<file path="config.mk">
export PLATFORM = sky130hd
export DESIGN_NAME = pc_seq
export DESIGN_NICKNAME = d
export VERILOG_FILES = /design/src/rtl/pc_pkg.sv /design/src/rtl/pc_target.sv /design/src/rtl/signExtend.sv /design/src/rtl/pc_seq.sv
export SDC_FILE = /design/constraint.sdc
export NUM_CORES = 1
export LEC_CHECK = 0
export ABC_AREA = 1
export BUFFER_PORTS_ARGS = -buffer_cell sky130_fd_sc_hd__buf_4
export CAP_MARGIN = 5
export CORE_ASPECT_RATIO = 0.9
export CORE_MARGIN = 1
export CORE_UTILIZATION = 51
export DETAILED_ROUTE_END_ITERATION = 12
export PLACE_DENSITY_LB_ADDON = 0.08
export SLEW_MARGIN = 0
export SYNTH_ARGS = -nofsm -noshare
export SYNTH_HDL_FRONTEND = slang
export SYNTH_SLANG_ARGS = --single-unit
export TNS_END_PERCENT = 50
</file>
<file path="constraint.sdc">
create_clock -name CLK -period 2.7 [get_ports CLK]
set_input_delay 0.54 -clock CLK [delete_from_list [all_inputs] [get_ports CLK]]
set_output_delay 0.54 -clock CLK [all_outputs]
set_load 0.005 [all_outputs]
</file>
<file path="src/rtl/pc_pkg.sv">
// Shared types and constants for the program-counter sequencer.
package pc_pkg;

    localparam int CNT_W = 4;

    localparam logic [6:0] OP_JAL  = 7'b1101111;
    localparam logic [6:0] OP_JALR = 7'b1100111;
    localparam logic [6:0] OP_BR   = 7'b1100011;

    typedef enum logic [1:0] {
        RUN   = 2'd0,
        WAIT  = 2'd1,
        FAULT = 2'd2
    } state_e;

    typedef enum logic [1:0] {
        CF_NONE = 2'd0,
        CF_JAL  = 2'd1,
        CF_JALR = 2'd2,
        CF_BR   = 2'd3
    } cf_class_e;

    // Map a decode opcode onto its control-flow class.
    function automatic cf_class_e classify(input logic [6:0] op);
        cf_class_e cls;
        case (op)
            OP_JAL:  cls = CF_JAL;
            OP_JALR: cls = CF_JALR;
            OP_BR:   cls = CF_BR;
            default: cls = CF_NONE;
        endcase
        return cls;
    endfunction

endpackage

</file>
<file path="src/rtl/pc_target.sv">
// Control-flow target selection and alignment check.
module pc_target
    import pc_pkg::*;
#(
    parameter int XLEN   = 32,
    parameter int IALIGN = 4
) (
    input  cf_class_e         cls_i,
    input  logic [XLEN-1:0]   ip_i,
    input  logic [XLEN-1:0]   up_amt_i,
    input  logic [XLEN-1:0]   rs1_i,
    input  logic [XLEN-1:0]   imm_sext_i,
    output logic [XLEN-1:0]   target_o,
    output logic              misaligned_o
);

    // Number of low address bits that must be zero for a legal target.
    localparam int ALIGN_BITS = (IALIGN == 2) ? 1 : 2;

    logic [XLEN-1:0] jalr_sum_s;

    assign jalr_sum_s = rs1_i + imm_sext_i;

    // JALR uses register-relative address with bit0 forced low; others are PC-relative.
    always_comb begin
        target_o = ip_i + up_amt_i;
        if (cls_i == CF_JALR) begin
            target_o = {jalr_sum_s[XLEN-1:1], 1'b0};
        end else begin
            target_o = ip_i + up_amt_i;
        end
    end

    assign misaligned_o = |target_o[ALIGN_BITS-1:0];

endmodule

</file>
<file path="src/rtl/signExtend.sv">
// Sign-extends an N-bit field to MAX bits.
module signExtend #(
    parameter int N   = 12,
    parameter int MAX = 32
) (
    input  logic [N-1:0]   in_i,
    output logic [MAX-1:0] out_o
);

    assign out_o = {{(MAX-N){in_i[N-1]}}, in_i};

endmodule

</file>
<file path="src/rtl/pc_seq.sv">
// Program-counter sequencer: fetch address generation with CF resolve wait,
// pipeline hold, priority redirect and misaligned-target fault.
module pc_seq
    import pc_pkg::*;
#(
    parameter int              XLEN        = 32,
    parameter logic [XLEN-1:0] RESET_VEC   = '0,
    parameter int              RESOLVE_CYC = 1,
    parameter int              IALIGN      = 4
) (
    input  logic            CLK,
    input  logic            RESET,
    input  logic            hold,
    input  logic [6:0]      OP,
    input  logic            b_taken,
    input  logic [XLEN-1:0] up_amt,
    input  logic [XLEN-1:0] RS1_DATA,
    input  logic [11:0]     immm,
    input  logic            redirect_valid,
    input  logic [XLEN-1:0] redirect_pc,
    output logic [XLEN-1:0] IP,
    output logic [XLEN-1:0] PC_def,
    output logic            fetch_valid,
    output logic            misalign,
    output logic [XLEN-1:0] fault_addr
);

    localparam logic [CNT_W-1:0] CNT_LOAD = CNT_W'(RESOLVE_CYC - 1);

    state_e          state_q;
    cf_class_e       op_q;
    logic [CNT_W-1:0] cnt_q;
    logic [XLEN-1:0] ip_q;
    logic [XLEN-1:0] fault_addr_q;
    logic            misalign_q;

    cf_class_e       cls_s;
    logic [XLEN-1:0] ip_plus4_s;
    logic [XLEN-1:0] imm_sext_s;
    logic [XLEN-1:0] target_s;
    logic            misaligned_s;
    logic            taken_s;

    assign cls_s      = classify(OP);
    assign ip_plus4_s = ip_q + XLEN'(4);
    assign taken_s    = (op_q == CF_JAL) | (op_q == CF_JALR) | ((op_q == CF_BR) & b_taken);

    signExtend #(.N(12), .MAX(XLEN)) u_sext (
        .in_i  (immm),
        .out_o (imm_sext_s)
    );

    pc_target #(.XLEN(XLEN), .IALIGN(IALIGN)) u_target (
        .cls_i        (op_q),
        .ip_i         (ip_q),
        .up_amt_i     (up_amt),
        .rs1_i        (RS1_DATA),
        .imm_sext_i   (imm_sext_s),
        .target_o     (target_s),
        .misaligned_o (misaligned_s)
    );

    // Sequencer FSM: redirect beats hold beats normal RUN/WAIT/FAULT progress.
    always_ff @(posedge CLK or posedge RESET) begin
        if (RESET) begin
            ip_q         <= RESET_VEC;
            state_q      <= RUN;
            cnt_q        <= '0;
            op_q         <= CF_NONE;
            fault_addr_q <= '0;
            misalign_q   <= 1'b0;
        end else begin
            misalign_q <= 1'b0;
            if (redirect_valid) begin
                ip_q    <= redirect_pc;
                state_q <= RUN;
                cnt_q   <= '0;
            end else if (hold) begin
                state_q <= state_q;
            end else begin
                case (state_q)
                    RUN: begin
                        if (cls_s != CF_NONE) begin
                            op_q    <= cls_s;
                            cnt_q   <= CNT_LOAD;
                            state_q <= WAIT;
                        end else begin
                            ip_q <= ip_plus4_s;
                        end
                    end
                    WAIT: begin
                        if (cnt_q != {CNT_W{1'b0}}) begin
                            cnt_q <= cnt_q - CNT_W'(1);
                        end else if (!taken_s) begin
                            ip_q    <= ip_plus4_s;
                            state_q <= RUN;
                        end else if (misaligned_s) begin
                            fault_addr_q <= target_s;
                            misalign_q   <= 1'b1;
                            state_q      <= FAULT;
                        end else begin
                            ip_q    <= target_s;
                            state_q <= RUN;
                        end
                    end
                    FAULT: begin
                        state_q <= FAULT;
                    end
                    default: begin
                        state_q <= RUN;
                    end
                endcase
            end
        end
    end

    assign IP          = ip_q;
    assign PC_def      = ip_plus4_s;
    assign fetch_valid = (state_q == RUN) & ~RESET;
    assign misalign    = misalign_q;
    assign fault_addr  = fault_addr_q;

endmodule

</file>
## After elaboration in Yosys (flattened, before gate mapping)

Index checks and enable logic that the tools add are counted.

| operators by class | value |
|---|---|
| reduce and logical (&&, ||, !) cells | 10 |
| add/subtract/negate cells | 4 |
| bitwise gates (word level) | 8 |
| mux-type cells | 27 |
| equal/unequal tests | 14 |

Operators with widths:

| cell | count |
|---|---|
| $mux W32 | 7 |
| $add A32 B32 Y32 | 2 |
| $pmux W32 S2 | 1 |
| $add A32 B3 Y32 const B | 1 |
| $eq A7 B7 Y1 const B | 3 |
| $mux W4 | 4 |
| $mux W2 | 6 |
| $ne A3 B3 Y1 const B | 4 |
| $pmux W2 S3 | 2 |
| $pmux W4 S2 | 1 |
| $reduce_and A4 Y1 | 2 |
| $eq A2 B2 Y1 const B | 3 |
| $mux W1 | 6 |
| $reduce_and A6 Y1 | 1 |
| $reduce_and A5 Y1 | 1 |
| $eq A2 B1 Y1 const B | 2 |
| $ne A4 B4 Y1 const B | 1 |
| $not A1 Y1 | 4 |
| $reduce_bool A4 Y1 | 1 |
| $sub A4 B1 Y4 const B | 1 |
| $reduce_and A3 Y1 | 1 |
| $reduce_bool A3 Y1 | 1 |
| $and A1 B1 Y1 | 2 |
| $logic_not A2 Y1 | 1 |
| other kinds (4) | 5 |

| storage, ports and cells | value |
|---|---|
| register bits | 73 |
| output and inout bits | 98 |

## Depth between registers and ports, before layout

Gate-level depths: netlist of run 1.

| logic depth | value |
|---|---|
| word-level depth | 9 |
| gate-level depth with buffers | 16 |

## By module

From an unflattened synthesis of run 1, not the netlist that was laid out.

| second synthesis, totals | value |
|---|---|
| cell total of the unflattened synthesis | 1746 |
| area total of the unflattened synthesis | 9693.0 sq um |

Modules (own cells, without submodules):

| module | cells an instance | area an instance (sq um) | times used | sequential area each (sq um) |
|---|---|---|---|---|
| pc_target | 1077 | 5047.3 | 1 | 0.0 |
| pc_seq | 637 | 4405.5 | 1 | 1826.8 |
| signExtend | 32 | 240.2 | 1 | 0.0 |

## Worst setup path after synthesis of run 1

No wires, ideal clock.

| timing path | value |
|---|---|
| kind | input -> register |
| start | input port up_amt[0] |
| end | register ip_q[20] (netlist: IP[20]) |
| data arrival time | 2.087 ns |
| cell stages on the path | 14 |
| slack | 0.536 ns |
| cells stage by stage | ha_1 -> inv_1 -> fa_1 -> inv_1 -> nand3_1 -> nand3_1 -> nand2_1 -> nand3_2 -> nand2_1 -> nand2_1 -> nor2_1 -> o21ai_0 -> nand2_1 -> a21boi_1 |

| on the way | value |
|---|---|
| cells in the longest elaborated chain, start to end | 8 |
| elaborated cells between the ends (all ways) | 11 |
| those cells by class | add/sub (1); eq/ne (1); mux (7); reduce/logical (2) |

Ends and longest elaborated chain:

| item | RTL line | source |
|---|---|---|
| start: declaration | pc_seq.sv:16 | `input logic [XLEN-1:0] up_amt,` |
| $add A32 B32 Y32 (*) | - |  |
| $mux W32 (*) | pc_target.sv:27 | `if (cls_i == CF_JALR) begin` |
| $mux W32 | pc_seq.sv:97 | `end else if (misaligned_s) begin` |
| $mux W32 | pc_seq.sv:94 | `end else if (!taken_s) begin` |
| $mux W32 | pc_seq.sv:92 | `if (cnt_q != {CNT_W{1'b0}}) begin` |
| $pmux W32 S2 | pc_seq.sv:81 | `case (state_q)` |
| $mux W32 | pc_seq.sv:78 | `end else if (hold) begin` |
| $mux W32 | pc_seq.sv:74 | `if (redirect_valid) begin` |
| end signal: assignment | pc_seq.sv:75 | `ip_q <= redirect_pc;` |
| end signal: assignment | pc_seq.sv:88 | `ip_q <= ip_plus4_s;` |
| end signal: assignment | pc_seq.sv:95 | `ip_q <= ip_plus4_s;` |
| end: declaration | pc_seq.sv:33 | `logic [XLEN-1:0] ip_q;` |

Mark *: on every way between the ends. The rest lies on a longest branch, timed or not. The select of a mux whose other input is x is not followed.
A chain may end at the register's enable or synchronous reset.

## Worst setup path in the final report of run 1

| timing path | value |
|---|---|
| start | register ip_q[3] (netlist: IP[3]) |
| end | output port PC_def[24] |

| on the way | value |
|---|---|
| cells in the longest elaborated chain, start to end | 1 |

Ends and longest elaborated chain:

| item | RTL line | source |
|---|---|---|
| $add A32 B3 Y32 | pc_seq.sv:45 | `assign ip_plus4_s = ip_q + XLEN'(4);` |
| end: declaration | pc_seq.sv:22 | `output logic [XLEN-1:0] PC_def,` |

Every way passes these cells.

==> results.json, run 1 <==
{
  "wl_um": 33200,
  "die-height_um": 132,
  "finalPower_uw": 6970,
  "clk_pin_slew_ps": 70,
  "timing.rr.end": "IP[15]",
  "cp_top_family": "simple AND/OR/NAND/NOR gates",
  "drive_gt1_share_pct": 16.1,
  "r2r_setup_slack_ps": 190,
  "finalMaxSlewViolations": 0,
  "startpoint_type": "register",
  "cts.sinks": 73,
  "synth_nets": 1900,
  "rows": 47,
  "synth_top_area_share_pct": 27.1,
  "gr-usage-all-layers_pct": 34.8,
  "post-place-ws_ps": -55.3,
  "cts-root-buf": "clkbuf_16",
  "drtIter0Drc": 834,
  "synth-seq-cells": 73,
  "slowest_stage": "dfrtp_2",
  "rsz0062_at_grt": "true",
  "worst_pin_slew_ps": 442,
  "io_pins": 218,
  "place_congestion": 0.964,
  "clk_latency_ps": 350,
  "synth.avg_cell_area_sq_um": 5.56,
  "crit_buf_inv": 3,
  "r2r-start": "IP[0]",
  "clock.fmax_mhz": 374,
  "cpPeakStageDelay_ps": 480,
  "first_global_vias": 10300,
  "synth-xor-area-share_pct": 2.30,
  "synth_compound_area_share_pct": 10.6,
  "synth_edf_count": 0,
  "synth_cell_types": 49,
  "dr.pass1.iters": 6,
  "maxCapViolCount": 0,
  "crit_path_max_fanout": 5,
  "critPathLaunch": "IP[3]",
  "core_sq_mm": 0.0183,
  "status": "finished, final reports clean",
  "setup_ws_ps": 24.4,
  "drcViolationCount": 0,
  "cts_tree": "built",
  "grt_max_degree": 74,
  "yosysTopAreaCell": "nand2_1",
  "synth_area_leaders": "nand2_1, dfrtp_1, inv_1, ha_1, nand3_1",
  "synth_warnings": 0,
  "cpMostUsedCell": "nand3_2",
  "htreeDepth": 3,
  "viasPerCell": 5.24,
  "dieArea_sq_mm": 0.0192,
  "cts_buffers": 9,
  "cp-endpoint": "PC_def[24]",
  "critPathKind": "register to output pin",
  "max-vdd-ir-drop_v": 0.000440,
  "overflow": 0,
  "slew_headroom_pct": 70.5,
  "hold_viol": 0,
  "io_buffer_count": 217,
  "yosys.area_share.simple_pct": 44.5,
  "cts.path.max_buffers": 2,
  "fin_nets": 2119,
  "synth.area.mux_share_pct": 0,
  "ant_nets": 0,
  "wl_per_cell_um": 15.2,
  "period_share_pct": 99.1,
  "synth_top_family_by_area": "simple AND/OR/NAND/NOR gates",
  "area_delta_synth_final_pct": 24.6,
  "cp-end-kind": "output pin",
  "syn_inst": 1712,
  "skew_ps": 11.1,
  "critPathArrivalTime_ps": 2140,
  "grt_pass1_wl_um": 52800,
  "p_per_area_mw_per_mm2": 587,
  "routed-via-count": 11400,
  "worstRegToRegCells": 13,
  "diodes": 0,
  "cp.depth": 10,
  "synth_fa_ha_area_share_pct": 9.09,
  "period_needed_ps": 2680,
  "async_reset_ff_share_pct": 100,
  "finalSetupViolCount": 0,
  "antenna_found_initial": 0,
  "start_util_pct": 51.9,
  "ys_seq_area_share_pct": 19.2,
  "synth_area_sq_mm": 0.00953,
  "power_leakage_uw": 0.00716,
  "cp.required_ps": 2160,
  "hold_path_class": "input port to async pin",
  "dieWidth_um": 146,
  "hold_buffers": 0,
  "worstPathCellList": "ha_4 -> nand3_2 -> inv_2 -> nand2_2 -> clkinv_2 -> nand3_2 -> nor2_4 -> nand4_1 -> and2_4 -> buf_4",
  "synth_flop_cell": "dfrtp_1",
  "dpl.hpwl_um": 27400
}
==> stage by stage <==
step | setup TNS (ps) | std cells | hold WS (ps) | utilization (%) | cell area [sq um]
floorplan | 0 | 1712 | 452 | - | 9530
global placement | -64.2 | 2160 | 468 | 62.5 | 11500
detailed placement | -55.3 | 2160 | 467 | 62.5 | 11500
CTS | 0 | 2177 | 296 | 64.2 | 11800
global route | -111 | 2181 | 317 | 64.7 | 11900
finish | 0 | 2181 | 268 | 64.7 | 11900
==> final cells by class <==
type,count,area (sq um)
well taps,245,307
clock inverters,7,76.3
inverters,323,1210
flip-flops and latches,73,1840
clock buffers,9,225
multi-input cells,1286,6380
repair buffers,238,1820
fillers,1847,6480
==> worst register-to-register path, cell delays in order (launching register included) <==
cell and delay, ps:
dfrtp_1 410, ha_1 180, inv_1 50, fa_1 480, nand2_1 50, nand2_1 70, nand2_1 100, nand2_1 150
nand3_2 140, inv_2 90, buf_12 190, nand2_1 80, a21oi_1 260, a21boi_1 110
==> synth_stat cells, types with 2 or more instances <==
cell	n
a21oi_1	73
fa_1	2
a22oi_1	9
ha_1	66
nor2_1	147
nor2_2	4
a21boi_1	12
a31oi_1	16
nand3_1	115
a2bb2oi_1	3
nand3b_1	10
nand2_1	687
xnor2_1	2
a211oi_1	6
buf_6	2
inv_2	4
buf_4	2
o21ai_0	30
nand2_2	5
o21bai_1	6
o31ai_1	3
inv_1	317
nor3_1	15
a22o_1	2
or2_0	4
dfrtp_1	73
nor3_2	5
a21oi_2	2
o21a_1	2
clkbuf_1	10
nand4_1	17
buf_2	16
o22ai_1	2
nand3_2	5
a21o_1	2
xor2_1	23
==> flip-flops by register name, summed over array words and instances, names as in the netlist <==
signal and cells:
cnt_q 4, state_q 2, fault_addr 32, op_q 2, IP 32, misalign 1
==> timing repair <==
action / in CTS / in global routing
setup endpoints to repair: 3 / 11
pin swaps: 0 / 3
buffers inserted: 1 / 4
resized for setup: 3 / 22
gates cloned: 0 / 0
==> how the worst min path moves through the flow <==
stage	startpoint	end	slack [ps]	cells past startpoint
2_1_floorplan	cnt_q[1]	cnt_q[1]	450	2
3_3_place_gp	fault_addr[5]	fault_addr[5]	470	2
3_5_place_dp	fault_addr[5]	fault_addr[5]	470	2
4_1_cts	RESET	op_q[0]	300	3
5_1_grt	RESET	state_q[0]	320	3
6_report	RESET	op_q[0]	270	3
==> cell usage in the layout (no fill, tap or decap), types with 12 or more instances in the layout <==
master / n
o21ai_0: 29
nand2_1: 686
nor3_1: 14
ha_1: 65
dfrtp_2: 12
a31oi_1: 16
inv_1: 316
a21oi_1: 73
dfrtp_1: 61
buf_4: 235
xor2_1: 23
nand4_1: 17
nor2_1: 141
nand3_1: 115
a21boi_1: 12
==> power by group <==
group          total (uW)  switching [uW]  internal [uW]
Clock                1250             530            722
Combinational        4110            2460           1650
Sequential           1610             306           1300
==> kinds of logic (layout without fill, tap and decap cells) <==
| group | after synthesis | in the layout |
|---|---|---|
| adders and majority gates | 68 | 68 |
| and+or+nand+nor | 1023 | 1023 |
| AOI/OAI and AO/OA | 170 | 170 |
| xor gates and xnor gates | 25 | 25 |
| buffers and inverters | 353 | 577 |
| DFF | 73 | 73 |
==> per-layer routing <==
| layer | vias to the layer above | routed length (um) | global-route usage [%] |
|---|---|---|---|
| li1 | 5748 | - | - |
| met1 | 5137 | 14600 | 47.6 |
| met2 | 481 | 14800 | 55.3 |
| met3 | 53 | 2820 | 5.94 |
| met4 | 0 | 1040 | 11.8 |
| met5 | - | 0 | 0 |
Power figures use the tool's default switching activity.
==> inputs of run 2 (changes only) <==
CORE_ASPECT_RATIO = 0.75   (was 0.9)
==> results.json, run 2 (same netlist as run 1, synthesis figures left out) <==
{
  "routed-via-count": 11600,
  "rows": 42,
  "dieWidth_um": 160,
  "wl_per_cell_um": 15.7,
  "cp.required_ps": 2160,
  "status": "finished, final reports clean",
  "period_share_pct": 97.9,
  "cpMostUsedCell": "nand3_2",
  "cts_buffers": 9,
  "maxCapViolCount": 0,
  "whs_ps": 320,
  "antenna_found_initial": 0,
  "ant_nets": 0,
  "io_pins": 218,
  "finalSetupViolCount": 0,
  "cts-root-buf": "clkbuf_16",
  "finalPower_uw": 6910,
  "clk_latency_ps": 350,
  "slowest_stage": "dfrtp_2",
  "dpl.hpwl_um": 27800,
  "drive_gt1_share_pct": 15.7,
  "cp_top_family": "simple AND/OR/NAND/NOR gates",
  "placed_cells": 2154,
  "skew_ps": 10.8,
  "io_buffer_count": 217,
  "dieArea_sq_mm": 0.0192,
  "layout_common_cells": "nand2_1, inv_1, buf_4, nor2_1, nand3_1",
  "fin_tns_setup_ps": 0,
  "diodes": 0,
  "cts.path.max_buffers": 2,
  "rsz0062_at_grt": "true",
  "cts_tree": "built",
  "finalInstanceArea_sq_mm": 0.0118,
  "final_common_cell": "nand2_1",
  "critPathArrivalTime_ps": 2100,
  "grt_max_degree": 49,
  "wl_um": 34000,
  "gr-usage-all-layers_pct": 34.6,
  "crit_buf_inv": 3,
  "drcViolationCount": 0,
  "dr.pass1.iters": 6,
  "instances_no_fill": 2173,
  "area_delta_synth_final_pct": 24.3,
  "fin_nets": 2114,
  "p_per_area_mw_per_mm2": 584,
  "power_leakage_uw": 0.00714,
  "hold_buffers": 0,
  "worstPathCellList": "ha_4 -> nand3_2 -> inv_2 -> nand2_2 -> clkinv_2 -> nand3_2 -> nor2_4 -> nand2_1 -> xor2_2 -> buf_4",
  "cpPeakStageDelay_ps": 430,
  "cts.sinks": 73,
  "dpl_cell_area_sq_mm": 0.0115,
  "worst_pin_slew_ps": 732,
  "htreeDepth": 3,
  "max-vdd-ir-drop_v": 0.000363,
  "die-height_um": 120,
  "grt_pass1_wl_um": 52500,
  "first_global_vias": 9993,
  "period_needed_ps": 2640,
  "crit_path_max_fanout": 4,
  "finalMaxSlewViolations": 0,
  "hold_viol": 0,
  "critPathKind": "register to output pin",
  "clock.fmax_mhz": 378,
  "overflow": 0,
  "place_congestion": 0.977,
  "start_util_pct": 53.0,
  "startpoint_type": "register",
  "core_sq_mm": 0.0180,
  "slew_headroom_pct": 51.1,
  "hold_path_class": "input port to async pin",
  "cp-end-kind": "output pin",
  "clk_pin_slew_ps": 70,
  "viasPerCell": 5.36,
  "fillerInstances": 1794,
  "drtIter0Drc": 1357
}
-- run 2: per-layer routing --
| layer | global-route usage [%] | up-vias | wire, um |
|---|---|---|---|
| met5 | 0 | - | 0 |
| met4 | 9.76 | 0 | 882 |
| met3 | 6.24 | 62 | 3450 |
| met2 | 52.6 | 617 | 14400 |
| met1 | 50.0 | 5224 | 15300 |
| li1 | - | 5739 | - |
-- run 2: worst paths after layout --
kind / from / to / slack [ps] / depth (start not counted)
hold reg to reg: fault_addr[4] / fault_addr[4] / 500 / 2
min in group CLK: redirect_pc[0] / IP[0] / 380 / 3
max in group asynchronous: RESET / IP[4] / 1620 / 3
setup / recovery: IP[3] / PC_def[22] / 60 / 10
setup reg to reg: IP[0] / IP[20] / 210 / 14
hold / removal: RESET / state_q[0] / 320 / 2
-- run 2: report_power, final --
part / switching [uW] / internal, uW
clock network: 538 / 633
registers: 310 / 1300
logic: 2490 / 1640
-- run 2: cell type report --
type                            count  area [sq um]  area share [%]
Clock inverter                      6          50.0           0.423
Clock buffer                       10           229            1.93
Tap cell                          242           303            2.56
Multi-Input combinational cell   1286          6410            54.2
Sequential cell                    73          1830            15.5
Inverter                          323          1210            10.3
Timing Repair Buffer              233          1800            15.2
-- run 2: per-stage QoR --
stage	worst slack, ps	utilization, %
finish	57.3	65.9
global route	-45.2	65.9
detailed placement	-85.3	63.7
floorplan	307	-
global placement	-64.6	63.7
CTS	-15.1	65.3
-- run 2: timing repair --
item                                   in CTS  in global routing
endpoints found under the hold margin       0                  0
resized for setup                           5                 18
setup buffers                               0                  3
pin swaps                                   0                  1
setup endpoints to repair                   5                 15
==> inputs of run 3 (changes only) <==
--- a/config.mk
+++ b/config.mk
@@ -14,3 +14,3 @@
 export DETAILED_ROUTE_END_ITERATION = 12
-export PLACE_DENSITY_LB_ADDON = 0.08
+export PLACE_DENSITY_LB_ADDON = 0.05
 export SLEW_MARGIN = 0
==> constraint.sdc (replaced) <==
create_clock -name CLK -period 2.7 [get_ports CLK]
set_input_delay 0.135 -clock CLK [delete_from_list [all_inputs] [get_ports CLK]]
set_output_delay 0.135 -clock CLK [all_outputs]
set_load 0.005 [all_outputs]
==> results.json, run 3 (same netlist as run 1, synthesis figures left out) <==
{
  "status": "finished, final reports clean",
  "placed_cells": 2154,
  "p_per_area_mw_per_mm2": 586,
  "overflow": 0,
  "gr-usage-met1_pct": 49.8,
  "viasPerCell": 5.31,
  "finalSetupViolCount": 0,
  "hold_viol": 0,
  "crit_path_max_fanout": 6,
  "worstPathCellList": "nand2_1 -> nor2_1 -> nand2_1 -> nor3_2 -> nand2_1 -> nand2_1 -> nand2_1 -> buf_4",
  "top_usage_layer": "met2",
  "htreeDepth": 3,
  "clk_latency_ps": 350,
  "critPathKind": "register to output pin",
  "area_delta_synth_final_pct": 23.0,
  "dieWidth_um": 160,
  "cts.sinks": 73,
  "drive_gt1_share_pct": 14.6,
  "skew_ps": 11.8,
  "finalMaxSlewViolations": 0,
  "grt_use_met2_pct": 53.4,
  "rsz0062_at_grt": "false",
  "min_to": "IP[0]",
  "io_buffer_count": 217,
  "drcViolationCount": 0,
  "grt_use_met3_pct": 6.90,
  "place_congestion": 1.00,
  "antenna_found_initial": 0,
  "layout_common_cells": "nand2_1, inv_1, buf_4, nor2_1, nand3_1",
  "r2r_setup_slack_ps": 120,
  "diodes": 0,
  "cpMostUsedCell": "nand2_1",
  "postCtsSetupRepairBufs": 0,
  "maxCapViolCount": 0,
  "grt_max_degree": 74,
  "timing.rr.end": "IP[21]",
  "wl_um": 33700,
  "dieArea_sq_mm": 0.0192,
  "hold_path_class": "input port to register",
  "routed-via-count": 11500,
  "cts_buffers": 9,
  "startpoint_type": "register",
  "r2r-start": "IP[0]",
  "core_sq_mm": 0.0180,
  "period_needed_ps": 2610,
  "worst_pin_slew_ps": 605,
  "cts.path.max_buffers": 2,
  "ant_nets": 0,
  "instances_no_fill": 2172,
  "start_util_pct": 53.0,
  "whs_path_depth": 3,
  "gr-usage-all-layers_pct": 34.7,
  "slew_headroom_pct": 59.3,
  "final_common_cell": "nand2_1",
  "clk_pin_slew_ps": 70,
  "first_global_vias": 10300,
  "critPathArrivalTime_ps": 2480,
  "die-height_um": 120,
  "dr.pass1.iters": 7,
  "grt_pass1_wl_um": 52900,
  "period_share_pct": 96.8,
  "min_from": "redirect_pc[0]",
  "worstRegToRegCells": 11,
  "max-vdd-ir-drop_v": 0.000412,
  "cpPeakStageDelay_ps": 490,
  "io_pins": 218,
  "slowest_stage": "dfrtp_1",
  "rows": 42,
  "fillerInstances": 1816,
  "power_leakage_uw": 0.00710,
  "clock.fmax_mhz": 383,
  "cts-root-buf": "clkbuf_16",
  "fin_nets": 2113,
  "drtIter0Drc": 1289,
  "cts_tree": "built",
  "cp-end-kind": "output pin",
  "fin_tns_setup_ps": 0,
  "wl_per_cell_um": 15.5,
  "cp.required_ps": 2570,
  "dpl.hpwl_um": 27200
}
-- run 3: cell count changes in the layout (fill, tap and decap cells not counted), moves of 2 or more --
cell,previous run,this run
xor2_1,20,23
buf_12,4,1
dfrtp_1,68,73
nor2_1,141,146
nor3_1,13,15
dlygate4sd3_1,0,2
nor2_2,9,5
nand2_2,7,5
dfrtp_2,5,0
nand2_1,685,687
xor2_2,3,0
-- run 3: area by class of cell --
class | count | area, sq um | share of cell area (%)
multi-input combinational | 1286 | 6330 | 54.1
sequential | 73 | 1830 | 15.6
timing repair buffer | 232 | 1760 | 15.0
inverter | 323 | 1210 | 10.4
tap | 242 | 303 | 2.58
clock buffer | 10 | 229 | 1.95
clock inverter | 6 | 50.0 | 0.427
-- run 3: how the worst max path moves through the flow --
stage	start	cells after the start	to	slack [ps]
CTS	IP[0]	12	IP[23]	190
detailed placement	IP[0]	12	IP[23]	210
finish	IP[14]	8	PC_def[31]	90
floorplan	IP[0]	14	IP[20]	680
global route	IP[0]	11	IP[20]	2
global placement	IP[0]	12	IP[24]	320
-- run 3: through the flow --
stage / util, % / power [uW] / setup WS (ps) / hold WS [ps] / area (sq um)
finish: 65.2 / 6860 / 86.7 / 1.15 / 11700
CTS: 65.2 / 6780 / 187 / 7.47 / 11700
global placement: 63.5 / 5510 / 319 / 277 / 11400
global route: 65.2 / 7400 / 1.61 / 29.1 / 11700
floorplan: - / 4110 / 679 / 252 / 9530
detailed placement: 63.5 / 5580 / 206 / 265 / 11400
-- run 3: power breakdown --
group          internal, uW  leakage, uW  switching, uW
Sequential             1290     0.000928            277
Combinational          1620      0.00605           2490
Clock                   635     0.000130            545
-- run 3: per-layer routing --
layer,wire [um],part of all wire [%]
met4,582,1.7
met5,0,0
met2,14500,43
met3,3520,10
met1,15100,45
-- run 3: worst max-delay path, delay by kind of cell (launching register included) --
family,cells,cell delay [ps]
DFF,1,490
and+or+nand+nor,7,1500
buffers and inverters,1,150
-- run 3: what timing repair did --
item | in CTS | in global routing
gates resized for setup | 0 | 2
hold buffers | 2 | 0
endpoints found under the hold margin | 74 | 0
endpoints found under the setup margin | 0 | 4
